$ cat config.mk
export PLATFORM = sky130hd
export DESIGN_NAME = mem_to_reqrsp_flat
export DESIGN_NICKNAME = d
export VERILOG_FILES = /design/src/rtl/mem_to_reqrsp_if.sv /design/src/rtl/mem_to_reqrsp.sv /design/src/flat_wrapper.sv
export SDC_FILE = /design/constraint.sdc
export NUM_CORES = 1
export LEC_CHECK = 0
export ABC_CLOCK_PERIOD_IN_PS = 3100
export CORE_AREA = 2 2 138 140
export DETAILED_ROUTE_END_ITERATION = 6
export DIE_AREA = 0 0 140 142
export PLACE_DENSITY = 0.49
export SYNTH_ARGS = -nofsm -noshare
export SYNTH_HDL_FRONTEND = slang
export SYNTH_SLANG_ARGS = --single-unit
$ cat constraint.sdc
create_clock -name clk_i -period 3.1 [get_ports clk_i]
set_input_delay 0.465 -clock clk_i [delete_from_list [all_inputs] [get_ports clk_i]]
set_output_delay 0.465 -clock clk_i [all_outputs]
set_load 0.02 [all_outputs]
$ cat src/rtl/mem_to_reqrsp_if.sv
// mem_to_reqrsp_if: core memory port plus reqrsp request/response structs for the mem_to_reqrsp bridge.
interface mem_to_reqrsp_if #(
    parameter int DATA_WIDTH = 64,
    parameter int ADDR_WIDTH = 32
);
    typedef struct packed {
        logic [ADDR_WIDTH-1:0]   addr;
        logic                    write;
        logic [DATA_WIDTH-1:0]   data;
        logic [DATA_WIDTH/8-1:0] strb;
        logic [2:0]              size;
        logic [3:0]              amo;
    } q_t;
    typedef struct packed {
        logic q_valid;
        q_t   q;
        logic p_ready;
    } req_t;
    typedef struct packed {
        logic [DATA_WIDTH-1:0] data;
        logic                  error;
    } p_t;
    typedef struct packed {
        logic q_ready;
        logic p_valid;
        p_t   p;
    } resp_t;
    logic                    mem_req;
    logic                    mem_gnt;
    logic                    mem_we;
    logic [DATA_WIDTH/8-1:0] mem_be;
    logic [ADDR_WIDTH-1:0]   mem_addr;
    logic [DATA_WIDTH-1:0]   mem_wdata;
    logic                    mem_rvalid;
    logic [DATA_WIDTH-1:0]   mem_rdata;
    logic                    mem_err;
    req_t                    req_o;
    resp_t                   resp_i;
    modport slave (
        input  mem_req, mem_we, mem_be, mem_addr, mem_wdata, resp_i,
        output mem_gnt, mem_rvalid, mem_rdata, mem_err, req_o
    );
    modport master (
        output mem_req, mem_we, mem_be, mem_addr, mem_wdata, resp_i,
        input  mem_gnt, mem_rvalid, mem_rdata, mem_err, req_o
    );
endinterface

$ cat src/rtl/mem_to_reqrsp.sv
// mem_to_reqrsp: core req/gnt memory port to reqrsp initiator bridge with outstanding limit and spurious-response flag.
// Define MEM2REQRSP_RSP_BUF_EN to register the response path (one extra cycle of response latency).
module mem_to_reqrsp #(
    parameter int DATA_WIDTH      = 64,
    parameter int MAX_OUTSTANDING = 2
) (
    input  logic           clk_i,
    input  logic           rst_ni,
    mem_to_reqrsp_if.slave bus,
    output logic           spurious_o
);
    localparam int              CW      = $clog2(MAX_OUTSTANDING + 1);
    localparam logic [CW-1:0]   MAX_CNT = CW'(MAX_OUTSTANDING);
    localparam logic [2:0]      SIZE    = 3'($clog2(DATA_WIDTH / 8));
    logic [CW-1:0] r_cnt;
    logic          r_spurious;
    logic          w_q_valid;
    logic          w_q_hs;
    logic          w_p_hs;
    logic          w_dec;
    assign w_q_valid   = bus.mem_req & (r_cnt < MAX_CNT);
    assign w_q_hs      = w_q_valid & bus.resp_i.q_ready;
    assign w_p_hs      = bus.resp_i.p_valid;
    // A response with nothing outstanding never retires a slot.
    assign w_dec       = w_p_hs & (r_cnt != '0);
    assign bus.mem_gnt = w_q_hs;
    assign spurious_o  = r_spurious;
    always_comb begin
        bus.req_o         = '0;
        bus.req_o.q_valid = w_q_valid;
        bus.req_o.q.addr  = bus.mem_addr;
        bus.req_o.q.write = bus.mem_we;
        bus.req_o.q.data  = bus.mem_wdata;
        bus.req_o.q.strb  = bus.mem_be;
        bus.req_o.q.size  = SIZE;
        bus.req_o.q.amo   = 4'd0;
        bus.req_o.p_ready = 1'b1;
    end
    always_ff @(posedge clk_i) begin
        if (!rst_ni) begin
            r_cnt      <= '0;
            r_spurious <= 1'b0;
        end else begin
            r_cnt      <= (w_q_hs && !w_dec) ? r_cnt + 1'b1 :
                          (!w_q_hs && w_dec) ? r_cnt - 1'b1 : r_cnt;
            r_spurious <= r_spurious | (w_p_hs & (r_cnt == '0));
        end
    end
`ifdef MEM2REQRSP_RSP_BUF_EN
    logic                  r_rvalid;
    logic                  r_err;
    logic [DATA_WIDTH-1:0] r_rdata;
    always_ff @(posedge clk_i) begin
        if (!rst_ni) begin
            r_rvalid <= 1'b0;
            r_rdata  <= '0;
            r_err    <= 1'b0;
        end else begin
            r_rvalid <= bus.resp_i.p_valid;
            if (bus.resp_i.p_valid) begin
                r_rdata <= bus.resp_i.p.data;
                r_err   <= bus.resp_i.p.error;
            end
        end
    end
    assign bus.mem_rvalid = r_rvalid;
    assign bus.mem_rdata  = r_rdata;
    assign bus.mem_err    = r_err;
`else
    assign bus.mem_rvalid = bus.resp_i.p_valid;
    assign bus.mem_rdata  = bus.resp_i.p.data;
    assign bus.mem_err    = bus.resp_i.p.error;
`endif
endmodule

$ cat src/flat_wrapper.sv
// flat-port wrapper written by rule: the top's interface ports become plain ports
module mem_to_reqrsp_flat 
#(
    parameter int DATA_WIDTH      = 64,
    parameter int MAX_OUTSTANDING = 2
)
  (clk_i, rst_ni, spurious_o, bus_mem_req, bus_mem_we, bus_mem_be, bus_mem_addr, bus_mem_wdata, bus_resp_i, bus_mem_gnt, bus_mem_rvalid, bus_mem_rdata, bus_mem_err, bus_req_o);
  mem_to_reqrsp_if #(.DATA_WIDTH(DATA_WIDTH), .ADDR_WIDTH(32)) bus_i ();
  input  logic clk_i;
  input  logic rst_ni;
  output logic spurious_o;
  input wire logic [$bits(bus_i.mem_req)-1:0] bus_mem_req;
  input wire logic [$bits(bus_i.mem_we)-1:0] bus_mem_we;
  input wire logic [$bits(bus_i.mem_be)-1:0] bus_mem_be;
  input wire logic [$bits(bus_i.mem_addr)-1:0] bus_mem_addr;
  input wire logic [$bits(bus_i.mem_wdata)-1:0] bus_mem_wdata;
  input wire logic [$bits(bus_i.resp_i)-1:0] bus_resp_i;
  output wire logic [$bits(bus_i.mem_gnt)-1:0] bus_mem_gnt;
  output wire logic [$bits(bus_i.mem_rvalid)-1:0] bus_mem_rvalid;
  output wire logic [$bits(bus_i.mem_rdata)-1:0] bus_mem_rdata;
  output wire logic [$bits(bus_i.mem_err)-1:0] bus_mem_err;
  output wire logic [$bits(bus_i.req_o)-1:0] bus_req_o;
  assign bus_i.mem_req = bus_mem_req;
  assign bus_i.mem_we = bus_mem_we;
  assign bus_i.mem_be = bus_mem_be;
  assign bus_i.mem_addr = bus_mem_addr;
  assign bus_i.mem_wdata = bus_mem_wdata;
  assign bus_i.resp_i = bus_resp_i;
  assign bus_mem_gnt = bus_i.mem_gnt;
  assign bus_mem_rvalid = bus_i.mem_rvalid;
  assign bus_mem_rdata = bus_i.mem_rdata;
  assign bus_mem_err = bus_i.mem_err;
  assign bus_req_o = bus_i.req_o;
  mem_to_reqrsp #(.DATA_WIDTH(DATA_WIDTH), .MAX_OUTSTANDING(MAX_OUTSTANDING)) u_core (.clk_i(clk_i), .rst_ni(rst_ni), .bus(bus_i), .spurious_o(spurious_o));
endmodule
==> qor.yml <==
cts_tree: "yes"
drc: 25
worst-setup-path-type: "input pin to output port"
min_period_ns: 2.363
slowest_delay_ns: 0.62
fmax_ghz: 0.4233
cpMostUsedCell: "clkdlybuf4s50_1"
cp_max_fo: 2
crit_required_ns: 2.63
path_buf_inv: 2
outcome: "finished, violations left"
dp.cells: 266
dp_slack_ns: 0.7076
worstSetupEndpointType: "output port"
clockBufferDepth: 2
post_cts_resized: 0
syn_to_final_growth_pct: -58.22
grt_max_degree: 6
hold-path-endpoint: "u_core.spurious_o"
ff2ff_setup_slack_ns: 1.56
worstPathArrival_ns: 1.90
core_area_um2: 18460
finalSetupViolCount: 0
crit_chain: "clkdlybuf4s50_1, nor2b_1, and2_1, clkdlybuf4s50_1"
cts_buffers: 3
final-hold-violation-count: 0
final_cell_mix: "conb_1 (8), clkdlybuf4s50_1 (8), clkbuf_16 (3), dfxtp_1 (3)"
synth.cell_area_um2: 1506
layout-drive-gt1-share_pct: 8.333
pwr_density_cell_nw_per_um2: 608.8
gp_congestion: 0.5355
routed_wl_um: 3460
drt-vias-per-instance: 1.611
holdPathStages: 2
post-route-period-util_pct: 76.21
port-buffer-count: 8
slowest_stage: "clkdlybuf4s50_1"
grt_pass1_wl_um: 4057
min_path_type: "flop to flop"
setup_ws_ns: 0.7374
ys_warn_count: 0
fp.dieW_um: 140
antenna_found_initial: 0
gr-total-overflow: 0
final-max-slew-violation-count: 0
finalNonFillerCells: 270
fin_skew_ns: 0.003274
num_io_pins: 357
clkTransAtPathRegs_ns: 0.03
h-tree-depth: 1
gr-usage-all-layers_pct: 3.016
yosysSeqAreaShare_pct: 3.987
drtAntennaViolNets: 0
fin_tns_setup_ns: 0
r2r_end: "u_core.r_cnt[1]"
synth_top_area_share_pct: 89.70
critPathLaunchType: "input pin"
synth.area.top_cells: "buf_4 (90%), dfxtp_1 (4.0%), and2_1 (0.83%), ha_1 (0.83%), nor2b_1 (0.83%)"
yosysTopAreaCell: "buf_4"
syn_area_per_cell_um2: 7.608
antenna_cells: 0
clk_root_buffer_cell: "clkbuf_16"
first_global_vias: 520
initial_core_util_pct: 8.163
dieHeight_um: 142
nNetsFinal: 213
fillerInstances: 2176
r2r_start: "u_core.r_cnt[1]"
cts_num_sinks: 3
ctsHoldBuffers: 0
dp_hpwl_um: 2840
wl_per_cell_um: 12.81
violations: "design-rule violations"
max_cap_violations: 0
ir_worst_vdd_mv: 0.1838
rows: 50
route.vias.total: 435
rsz0062_at_grt: "false"
dr.pass1.iters: 6
r2r_cells: 5
crit_family: "buffers and inverters"
cts_setup_buffers: 0
synth.ff_latch_count: 3
die-area_um2: 19880
drt_iter0_drc: 62
ys_types: 13
syn-instance-count: 198
clk_latency_ns: 0.22
leakagePower_nw: 0.1548
hold_start: "u_core.spurious_o"
[sequential cells by signal (all words and copies together), names as in the netlist]
name and count:
u_core.r_cnt 2, u_core.spurious_o 1
[routing by layer]
layer / GRT usage (%) / part of all wire, %
met1: 0.7523 / 9.3
met2: 3.267 / 35
met3: 4.240 / 36
met4: 7.124 / 20
met5: 0 / 0
[worst register-to-register path, cell delays in order (launching register included)]
cell	delay, ns
dfxtp_1	0.36
nor2b_1	0.07
and2_1	0.17
ha_1	0.33
or3_1	0.38
a21boi_1	0.15
[cells by family after synthesis]
| group | synth area share, % |
|---|---|
| buffers and inverters | 89.70 |
| AND/OR/NAND/NOR | 2.325 |
| AO/OA/AOI/OAI | 1.495 |
| flip-flops | 3.987 |
| XOR/XNOR | 1.163 |
| other | 0.4985 |
| adder cells (fa/ha/maj) | 0.8304 |
[report_power, final]
group,internal (mW),total (mW),switching [mW]
Clock,0.170,0.202,0.0326
Combinational,0.0560,0.111,0.0545
Sequential,0.0556,0.0705,0.0150
[worst max path at each step]
stage	startpoint	end	slack, ns	cells after the start
detailed placement	bus_mem_req	bus_mem_gnt	0.71	4
finish	bus_mem_req	bus_mem_gnt	0.74	4
CTS	bus_mem_req	bus_mem_gnt	0.71	4
global route	bus_mem_req	bus_mem_gnt	0.66	4
floorplan	bus_mem_req	u_core.r_cnt[1]	1.39	5
global placement	bus_mem_req	bus_mem_gnt	0.69	4
[metrics by stage]
stage | hold slack, ns | util (%) | total power [mW] | instance area [µm²]
floorplan | 0.4798 | - | 0.4804 | 1529
global placement | 0.4787 | 2.983 | 0.1841 | 550.5
detailed placement | 0.4808 | 2.983 | 0.1842 | 550.5
CTS | 0.4913 | 3.410 | 0.3890 | 629.4
global route | 0.5512 | 3.410 | 0.4089 | 629.4
finish | 0.4818 | 3.410 | 0.3832 | 629.4
[Yosys cell counts]
cell type,count
a21boi_1,1
a21oi_1,1
and2_1,2
buf_4,180
conb_1,2
dfxtp_1,3
ha_1,1
nor2_1,1
nor2b_1,2
o21ai_0,2
or3_1,1
xnor2_1,1
xor2_1,1
[area by class of cell]
cell class              instances  area (µm²)  area share (%)
flip-flops and latches          3       60.06           9.543
multi-input cells              21       117.6           18.69
clock buffers                   4       78.83           12.52
well taps                     234       292.8           46.52
repair buffers                  8       80.08           12.72
(Power assumes the default switching activity.)
